File: src/rtl/rr_priority_arbiter.sv
// Registered N-way arbiter: fixed priority (highest index wins) or round-robin, with a grant-hold LOCK.
// Latency: one cycle. GNT/ENC/VLD at edge k+1 reflect REQ/LOCK sampled at edge k.
// Backpressure: none. Requests are not latched; a request dropped before it wins is lost.
//
// Ports:
//   CLK    rising-edge clock
//   RST_N  asynchronous active-low reset (clears grant and round-robin pointer)
//   REQ    [N-1:0] request vector, bit i = requester i wants the resource
//   LOCK   hold the current grant while its requester keeps REQ asserted
//   GNT    [N-1:0] registered one-hot grant, zero when VLD=0
//   ENC    [W-1:0] registered index of the granted requester, zero when VLD=0
//   VLD    registered grant-valid flag

module rr_priority_arbiter #(
  parameter int N  = 8,
  parameter bit RR = 1'b1,
  localparam int W = $clog2(N)
) (
  input  logic         CLK,
  input  logic         RST_N,
  input  logic [N-1:0] REQ,
  input  logic         LOCK,
  output logic [N-1:0] GNT,
  output logic [W-1:0] ENC,
  output logic         VLD
);

  logic [N-1:0] gnt_q;
  logic [W-1:0] enc_q;
  logic         vld_q;
  logic [W-1:0] ptr_q;     // round-robin search start, always < N

  logic         any_req;
  logic         hold;

  logic [W-1:0] fp_idx;
  logic [N-1:0] hi_req;
  logic         hi_hit;
  logic [W-1:0] hi_idx;
  logic [W-1:0] lo_idx;
  logic [W-1:0] rr_idx;
  logic [W-1:0] win_idx;
  logic [N-1:0] win_oh;
  logic [W-1:0] ptr_nxt;

  assign any_req = |REQ;

  // The owner keeps the resource only while it still asks for it; once it
  // drops its request the arbiter picks a new winner in the same cycle.
  assign hold = vld_q & LOCK & REQ[enc_q];

  // Fixed priority: the last set bit seen in an ascending scan is the
  // highest index.
  always_comb begin
    fp_idx = '0;
    for (int i = 0; i < N; i++) begin
      if (REQ[i]) fp_idx = W'(i);
    end
  end

  // Round-robin: split the requests into those at or above the pointer and
  // all of them. The lowest set bit of the upper slice wins if any exists,
  // otherwise the search has wrapped and the lowest set bit overall wins.
  always_comb begin
    hi_req = '0;
    for (int i = 0; i < N; i++) begin
      hi_req[i] = REQ[i] && (W'(i) >= ptr_q);
    end
  end

  assign hi_hit = |hi_req;

  // Descending scan so the lowest set index is the one left standing.
  always_comb begin
    hi_idx = '0;
    lo_idx = '0;
    for (int i = N - 1; i >= 0; i--) begin
      if (hi_req[i]) hi_idx = W'(i);
      if (REQ[i])    lo_idx = W'(i);
    end
  end

  assign rr_idx  = hi_hit ? hi_idx : lo_idx;
  assign win_idx = RR ? rr_idx : fp_idx;

  always_comb begin
    win_oh = '0;
    for (int i = 0; i < N; i++) begin
      win_oh[i] = (win_idx == W'(i));
    end
  end

  // Explicit compare keeps the pointer inside 0..N-1 when N is not a power
  // of two.
  assign ptr_nxt = (win_idx == W'(N - 1)) ? '0 : win_idx + W'(1);

  always_ff @(posedge CLK or negedge RST_N) begin
    if (!RST_N) begin
      gnt_q <= '0;
      enc_q <= '0;
      vld_q <= 1'b0;
      ptr_q <= '0;
    end else if (hold) begin
      gnt_q <= gnt_q;
      enc_q <= enc_q;
      vld_q <= vld_q;
      ptr_q <= ptr_q;
    end else if (!any_req) begin
      gnt_q <= '0;
      enc_q <= '0;
      vld_q <= 1'b0;
    end else begin
      gnt_q <= win_oh;
      enc_q <= win_idx;
      vld_q <= 1'b1;
      if (RR) ptr_q <= ptr_nxt;
    end
  end

  assign GNT = gnt_q;
  assign ENC = enc_q;
  assign VLD = vld_q;

endmodule

File: config.mk
export PLATFORM = sky130hd
export DESIGN_NAME = rr_priority_arbiter
export DESIGN_NICKNAME = d
export VERILOG_FILES = /design/src/rtl/rr_priority_arbiter.sv
export SDC_FILE = /design/constraint.sdc
export NUM_CORES = 1
export LEC_CHECK = 0
export ABC_AREA = 1
export BUFFER_PORTS_ARGS = -buffer_cell sky130_fd_sc_hd__buf_4
export CORE_MARGIN = 2
export CORE_UTILIZATION = 50
export CTS_BUF_LIST = sky130_fd_sc_hd__clkbuf_4
export CTS_CLUSTER_SIZE = 16
export DETAILED_ROUTE_END_ITERATION = 10
export PLACE_DENSITY = 0.77
export SETUP_SLACK_MARGIN = 0.3
export SYNTH_ARGS = -nofsm -noshare
export SYNTH_HDL_FRONTEND = slang
export SYNTH_SLANG_ARGS = --single-unit
File: constraint.sdc
create_clock -name CLK -period 1.6 [get_ports CLK]
set_input_delay 0.08 -clock CLK [delete_from_list [all_inputs] [get_ports CLK]]
set_output_delay 0.08 -clock CLK [all_outputs]
set_load 0.01 [all_outputs]
# == After elaboration in Yosys (flattened, before gate mapping) ==
# Index checks and enable logic that the tools add are counted.
# W data, S select, Z words.
# op_classes
n_addsub,1
magnitude_cmp,9
eq_ne,7
mux,23
bitwise,3
reduce_logical,12
# op_table
op,n
$mux W3,19
$reduce_or A8 Y1,2
$eq A3 B3 Y1 const B,4
$ge A3 B3 Y1 const A,4
$logic_and A1 B1 Y1,8
$mux W8,1
$eq A3 B2 Y1 const B,2
$ge A1 B3 Y1 const A,2
$ge A2 B3 Y1 const A,2
$lt A3 B4 Y1 const B,1
$add A3 B1 Y3 const B,1
$bmux W1 S3,1
$eq A3 B1 Y1 const B,1
$logic_not A3 Y1,1
$and A1 B1 Y1,2
$mux W1,2
$reduce_and A2 Y1,1
$not A1 Y1,1
# totals
reg_bits,15
in_bits,11
output_inout_bits,12
wordCells,59

# == Longest topological paths before layout ==
# Gate-level depths: netlist (run 1).
# depth
ltp_word,13
depth_mapped,13
depth_no_buf,13

# == Least setup slack after synthesis (run 1) ==
# Ideal clock, no wire load.
# synth_path
path_type,reg2reg
startpoint,register ptr_q[1]
endpoint,register ptr_q[2]
setup_time_ns,0.123
t_arrival_ns,1.570
t_required_ns,1.477
slack_ns,-0.092
path_stages_with_launch,13
n_path_buf,0
synth_period_minus_slack_ns,1.692
path_cell_list,dfrtp_1 > nor2_1 > nand2_1 > nand2_2 > clkinv_2 > nand3_2 > nor2_2 > nand3_2 > nand2_2 > ha_1 > ha_1 > nand2_1 > o21ai_1
# synth_between
elab_chain_cells,13
elab_cells_between_ends,29
cone_classes,1 x add/sub; 8 x order compare; 1 x eq/ne; 10 x mux; 9 x reduce/logical
# synth_rtl
element,line_no,rtl
"start, declared",31,logic [W-1:0] ptr_q;
"start signal, assigned",107,ptr_q <= ptr_q;
"start signal, assigned",116,if (RR) ptr_q <= ptr_nxt;
$ge A3 B3 Y1,67,hi_req[i] = REQ[i] && (W'(i) >= ptr_q);
$logic_and A1 B1 Y1,67,
$mux W3 (8 in a row),78,if (hi_req[i]) hi_idx = W'(i);
$mux W3 (*),83,assign rr_idx = hi_hit ? hi_idx : lo_idx;
$add A3 B1 Y3 or $eq A3 B3 Y1 (tied branches),95,assign ptr_nxt = (win_idx == W'(N - 1)) ? '0 : win_idx + W'(1);
$mux W3 (*),95,
named net ptr_nxt[2],44,logic [W-1:0] ptr_nxt;
# Mark *: on every way through the listed nets, which the timed path passes. The rest lies on a longest branch.
# A chain may end at the register's enable or synchronous reset.

# == Final worst setup path (run 1) ==
# layout_path
startpoint,register ptr_q[2]
endpoint,register ptr_q[2]
# The elaborated chain is that of the path after synthesis.

==> out/metrics.csv, run 1 <==
metric,value,unit
r2r startpoint,ptr_q[2],
outcome,finished with violations,
slew margin rel.,76.7,%
# port buffers,22,
worst slew pin tran,346,ps
Placeable Area,0.00198,sq mm
Hold EP,VLD,
TritonCTS clock tree,yes,
clock latency on the worst-skew pair,290,ps
power per cell area,2040,mW/mm^2
total CTS buffers,3,
Setup Skew,12.0,ps
Clock Power Share,6.5,%
Area Growth Syn to Fin,57.4,%
"EDFF count, synth",0,
post-synthesis cell type with the largest combined area,dfrtp_1,
Max rail drop VDD,1.42,mV
RSZ-0062 raised after global routing,yes,
vias after detailed routing,1266,
NetSw,1650,uW
Synth area leaders,"dfrtp_1 (35%), nand2_1 (19%), ha_1 (7.1%), nand3_1 (6.6%), nand3_2 (5.7%)",
maxcap violations,0,
family with the most delay on the worst path,simple AND/OR/NAND/NOR gates,
Max Fclk,0.539,GHz
CTS max path bufs,2,
Worst Setup Path Type,flop to flop,
top-area cell type share of the netlist area,35.3,%
CP startpoint kind,flop,
Die Span Y,50.1,um
Hold Crit Class,input pin to flop,
H-Tree Depth,1,
final wirelength,4.00,mm
Synth Cell Area,0.00106,sq mm
drt drc,0,
1st-iter DRT viols,71,
drt first pass iters,4,
Tcrit/Tclk final,116,%
Setup WS post-layout,-256,ps
Yosys Warn Count,0,
grt ovf,0,
Hold Crit Depth,3,
combinational share of power,72.3,%
Initial Utilization,53.6,%
Internal,1750,uW
Clock transition at path regs,100,ps
Final nets,212,
Worst Path Max Fanout,5,
largest net degree at the start of global routing,16,
critical-path cell list,nor2_2 > nand2_1 > nand3_2 > nor2_2 > nand2_1 > nand2_4 > ha_4 > ha_4 > nand2_1 > o21ai_1,
Cells after Synth,142,
critical path capture point type,flop,
io pins,23,
placed cell count,199,
gp weighted congestion,0.880,
Seq pwr share,21.2,%
Worst Min Path Start,REQ[3],
clock root cell,clkbuf_4,
"Seq/Total Area, Yosys",35.3,%
CTS Sinks,15,
number of global-route vias before repair,1160,
distinct cell type count of the synthesized netlist,25,
layout cell share with drive strength beyond 1,54.6,%
Worst Path Arrival,2060,ps
Fin. Hold Viols,0,
Crit-path slowest cell,dfrtp_2,
R2R setup slack,-260,ps
reg2reg end,ptr_q[2],
Row Count,16,
setup_tns,-2030,ps
antenna violations before repair,0,
register bit total from synthesis,15,
crit-path most repeated cell,nand2_1,
ANT cells,0,
"Net Count, Synth",159,
min cycle time layout,1860,ps
Final Slew Violations,0,
Syn Area/Cell,7.48,sq um
Die Area,0.00251,sq mm
Routed WL per cell,18.1,um
number of vias per cell,5.73,
remaining antenna violation count after routing,0,
Lkg Pwr,0.000848,uW
Overall Global Routing Usage,27.9,%
cell depth of the worst flop-to-flop path,10,
final setup vio count,11,
dpl hpwl,1.91,mm
"slowest stage delay, CP",480,ps
Net Sw Frac,48.5,%
Crit path buffers/inverters,0,
Finished Layout Cells,221,
CP Data Required Time,1810,ps
violated checks,negative setup slack,
main flop type after synthesis,dfrtp_1,
Async SR Flop Fraction,100,%
Chip Width,50.1,um
global-route wire length before repair,5.24,mm
[worst min-delay path: cells and delay by family]
family / cells / cell delay, ps
and+or+nand+nor: 2 / 190
buffers and inverters: 1 / 110
[kinds of logic after synthesis]
| kind of cell | share of synthesized area [%] |
|---|---|
| AOI/OAI and AO/OA | 7.66 |
| adders and majority gates | 7.07 |
| buffers and inverters | 7.66 |
| DFF | 35.3 |
| and+or+nand+nor | 42.3 |
[repair_timing]
action | 4_1_cts | 5_1_grt
endpoints found under the setup margin | 14 | 14
gates cloned | 2 | 0
hold buffers | 1 | 0
resized for setup | 28 | 15
pin swaps | 7 | 4
buffers inserted | 11 | 4
endpoints found under the hold margin | 15 | 0
[power by group through the flow]
stage	registers [uW]	logic (uW)	clock network, uW
6_report	723	2460	220
5_1_grt	737	2630	241
4_1_cts	697	2080	217
3_5_place_dp	687	1570	0
3_3_place_gp	680	1510	0
2_1_floorplan	699	1010	0
[per-layer routing]
layer	share of wire, %	track usage (%)	vias up
li1	-	-	566
met3	6.3	4.55	26
met1	38	31.7	604
met5	0	0	-
met2	49	52.0	70
met4	6.6	8.80	0
[how the worst max path moves through the flow]
stage | start | to | cells after the start
after detailed placement | ptr_q[1] | ptr_q[2] | 13
after floorplan | ptr_q[2] | ptr_q[2] | 12
after global placement | ptr_q[2] | ptr_q[2] | 12
final | ptr_q[2] | ptr_q[2] | 10
after global routing | ptr_q[2] | GNT[1] | 11
after CTS | ptr_q[2] | ptr_q[2] | 12
[cell usage in the layout (no fill, tap or decap), drive strengths merged]
master | synthesis | layout
nor3 | 1 | 1
nand3 | 21 | 22
inv | 16 | 17
clkinv | 1 | 2
buf | 1 | 46
nand4 | 2 | 2
a31oi | 1 | 1
o21ai | 7 | 7
clkbuf | 0 | 3
dlygate4sd3 | 0 | 1
nand2 | 59 | 59
o211ai | 2 | 2
ha | 6 | 6
and2 | 1 | 1
nor2 | 7 | 7
a21oi | 2 | 2
dfrtp | 15 | 15
[synthesized netlist by cell type, types with 2 or more instances]
library cell and count:
dfrtp_1 15, o21ai_0 3, ha_1 6, nand2_2 5
inv_2 5, nand3_2 6, inv_1 9, nand3_1 14
o21ai_1 3, inv_4 2, nor2_1 5, nor2_2 2
o211ai_1 2, nand2_1 53, nand4_1 2
[metrics by stage]
step | total power [uW] | setup WS (ps) | hold WS [ps] | area, sq um | utilization [%]
finish | 3410 | -256 | 139 | 1670 | 84.3
floorplan | 1710 | 15.0 | -216 | 1090 | -
detailed placement | 2260 | -139 | -58.3 | 1350 | 67.9
global placement | 2190 | -91.0 | -59.5 | 1350 | 67.9
CTS | 2990 | -132 | 126 | 1580 | 79.9
global route | 3600 | -310 | 138 | 1670 | 84.3
[flip-flops by register name (all words and copies together), names as in the netlist]
register and cells:
ENC 3, GNT 8, VLD 1, ptr_q 3
[area by class of cell]
cell class | count | area, sq um
inverter | 17 | 75.1
clock inverter | 1 | 5.00
tap | 27 | 33.8
clock buffer | 3 | 22.5
timing repair buffer | 47 | 370
multi-input combinational | 110 | 782
timing repair inverter | 1 | 3.75
fill | 104 | 310
sequential | 15 | 379
Note: power is estimated with default switching activity, not from simulation.
==> run 2, diff against run 1 <==
--- a/config.mk
+++ b/config.mk
@@ -7,12 +7,12 @@
 export LEC_CHECK = 0
 export ABC_AREA = 1
 export BUFFER_PORTS_ARGS = -buffer_cell sky130_fd_sc_hd__buf_4
+export CORE_ASPECT_RATIO = 2
 export CORE_MARGIN = 2
-export CORE_UTILIZATION = 50
+export CORE_UTILIZATION = 30
 export CTS_BUF_LIST = sky130_fd_sc_hd__clkbuf_4
 export CTS_CLUSTER_SIZE = 16
 export DETAILED_ROUTE_END_ITERATION = 10
-export PLACE_DENSITY = 0.77
 export SETUP_SLACK_MARGIN = 0.3
 export SYNTH_ARGS = -nofsm -noshare
 export SYNTH_HDL_FRONTEND = slang
==> out/metrics.csv, run 2 (synthesis gave the netlist of run 1 again) <==
metric,value,unit,change
CTS max path bufs,2,,unchanged
critical-path cell list,nand2_2 > nand3_4 > nand2_4 > inv_4 > nand3_4 > nor2_4 > nand2_2 > nand2_4 > ha_4 > ha_4 > nand2_1 > o21ai_1,,was nor2_2 > nand2_1 > nand3_2 > nor2_2 > nand2_1 > nand2_4 > ha_4 > ha_4 > nand2_1 > o21ai_1
global-route wire length before repair,4.77,mm,was 5.24 mm
violated checks,negative setup slack,,unchanged
number of global-route vias before repair,1160,,unchanged
Final nets,206,,was 212
outcome,finished with violations,,unchanged
io pins,23,,unchanged
Row Count,30,,was 16
grt ovf,0,,unchanged
placed cell count,203,,was 199
family with the most delay on the worst path,simple AND/OR/NAND/NOR gates,,unchanged
max reg flops,8,,unchanged
vias after detailed routing,1139,,"was 1,266"
Hold EP,VLD,,unchanged
Internal,1620,uW,was 1750 uW
"slowest stage delay, CP",450,ps,was 480 ps
"most common cell after layout, fill and taps aside",nand2_1,,unchanged
Setup WS post-layout,-113,ps,was -256 ps
RSZ-0062 raised after global routing,yes,,unchanged
Crit-path slowest cell,dfrtp_2,,unchanged
clock root cell,clkbuf_4,,unchanged
Clock Power Share,7.9,%,was 6.5%
Hold Crit Class,input pin to flop,,unchanged
number of vias per cell,5.18,,was 5.73
Max Fclk,0.584,GHz,was 0.539 GHz
Clock transition at path regs,90,ps,was 100 ps
Area Growth Syn to Fin,49.0,%,was 57.4%
Routed WL per cell,13.3,um,was 18.1 um
Crit path buffers/inverters,1,,was 0
largest net degree at the start of global routing,16,,unchanged
dpl hpwl,2.18,mm,was 1.91 mm
remaining antenna violation count after routing,0,,unchanged
Final Slew Violations,0,,unchanged
Placement Setup Slack,-135,ps,was -139 ps
Die Area,0.00406,sq mm,was 0.00251 sq mm
CP Data Required Time,1780,ps,was 1810 ps
Fin. Hold Viols,0,,unchanged
antenna violations before repair,0,,unchanged
"commonest non-fill, non-tap cells in the layout","nand2_1 (42), buf_4 (37), nand3_1 (13)",,"was nand2_1 (43), buf_4 (42), dfrtp_1 (12)"
R2R setup slack,-110,ps,was -260 ps
setup_tns,-642,ps,was -2030 ps
Overall Global Routing Usage,15.9,%,was 27.9%
Hold Crit Depth,3,,unchanged
clock latency on the worst-skew pair,290,ps,about the same
CP startpoint kind,flop,,unchanged
worst slew pin tran,247,ps,was 346 ps
Seq pwr share,23.6,%,was 21.2%
Post-Place Cell Area,0.00134,sq mm,was 0.00135 sq mm
Chip Width,46.1,um,was 50.1 um
Lkg Pwr,0.000807,uW,was 0.000848 uW
NetSw,1360,uW,was 1650 uW
maxcap violations,0,,unchanged
total CTS buffers,3,,unchanged
Tcrit/Tclk final,107,%,was 116%
drt drc,0,,unchanged
Net Sw Frac,45.7,%,was 48.5%
Initial Utilization,31.4,%,was 53.6%
Worst Path Max Fanout,5,,unchanged
final instance area,0.00158,sq mm,was 0.00167 sq mm
slew margin rel.,83.5,%,was 76.7%
CTS Sinks,15,,unchanged
r2r startpoint,ptr_q[1],,was ptr_q[2]
1st-iter DRT viols,27,,was 71
reg2reg end,ptr_q[2],,unchanged
H-Tree Depth,1,,unchanged
Die Span Y,88.2,um,was 50.1 um
cell depth of the worst flop-to-flop path,12,,was 10
layout cell share with drive strength beyond 1,49.5,%,was 54.6%
final wirelength,2.94,mm,was 4.00 mm
TritonCTS clock tree,yes,,unchanged
Worst Setup Path Type,flop to flop,,unchanged
ANT cells,0,,unchanged
min cycle time layout,1710,ps,was 1860 ps
Worst Min Path Start,REQ[3],,unchanged
Worst Path Arrival,1890,ps,was 2060 ps
# port buffers,22,,unchanged
Setup Skew,4.46,ps,was 12.0 ps
Max rail drop VDD,0.763,mV,was 1.42 mV
Finished Layout Cells,220,,was 221
gp weighted congestion,0.775,,was 0.880
Placeable Area,0.00338,sq mm,was 0.00198 sq mm
final setup vio count,9,,was 11
drt first pass iters,4,,unchanged
worst hold slack,150,ps,was 139 ps
critical path capture point type,flop,,unchanged
power per cell area,1890,mW/mm^2,was 2040 mW/mm^2
combinational share of power,68.4,%,was 72.3%
run 2: changes by cell type in the layout (fill, tap and decap cells not counted), moves of 3 or more:
| cell | delta |
|---|---|
| ha_4 | -3 |
| buf_4 | -5 |
| nand3_1 | +4 |
| nand3_2 | -5 |
run 2: repair_timing:
item | 4_1_cts | 5_1_grt
resized for setup | 17 | 18
setup buffers | 7 | 4
endpoints found under the setup margin | 14 | 14
pin swaps | 8 | 6
cloned | 1 | 0
endpoints found under the hold margin | 15 | 0
hold buffers | 1 | 0
run 2: stage by stage:
step | total power, uW | utilization [%]
2_1_floorplan | 1710 | -
3_3_place_gp | 2220 | 39.8
3_5_place_dp | 2260 | 39.8
4_1_cts | 2760 | 43.9
5_1_grt | 3220 | 46.9
6_report | 2980 | 46.9
run 2: worst max path at each step:
stage	startpoint	end	slack, ps	cells after the start
after global placement	ptr_q[2]	GNT[4]	-80	12
after detailed placement	ptr_q[2]	ptr_q[2]	-130	12
final	ptr_q[1]	ptr_q[2]	-110	12
after global routing	ptr_q[1]	ptr_q[2]	-220	13
after CTS	ptr_q[1]	ptr_q[2]	-90	12
after floorplan	ptr_q[2]	ptr_q[2]	10	12
run 2: power groups by stage:
stage | clock, uW | sequential (uW) | combinational (uW)
3_3_place_gp | 0 | 683 | 1540
3_5_place_dp | 0 | 695 | 1570
4_1_cts | 241 | 685 | 1830
6_report | 237 | 705 | 2040
2_1_floorplan | 0 | 699 | 1010
5_1_grt | 258 | 722 | 2240
run 2: final cells by class:
cell class	instances	area, sq um
inverter	17	73.8
multi-input combinational	109	723
tap	32	40.0
clock buffer	4	30.0
timing repair inverter	1	3.75
sequential	15	379
timing repair buffer	42	333
fill	334	1800
run 2: per-layer routing:
layer / vias to the layer above / global-route usage (%) / share of wire [%]
met5: - / 0 / 0
met4: 0 / 10.6 / 4.8
met3: 10 / 1.44 / 3.3
met2: 35 / 29.4 / 56
met1: 540 / 15.2 / 36
li1: 554 / - / -
run 2: worst min-delay path: stages:
cell	delay [ps]
buf_4	100
nor3_2	50
nand4_1	150
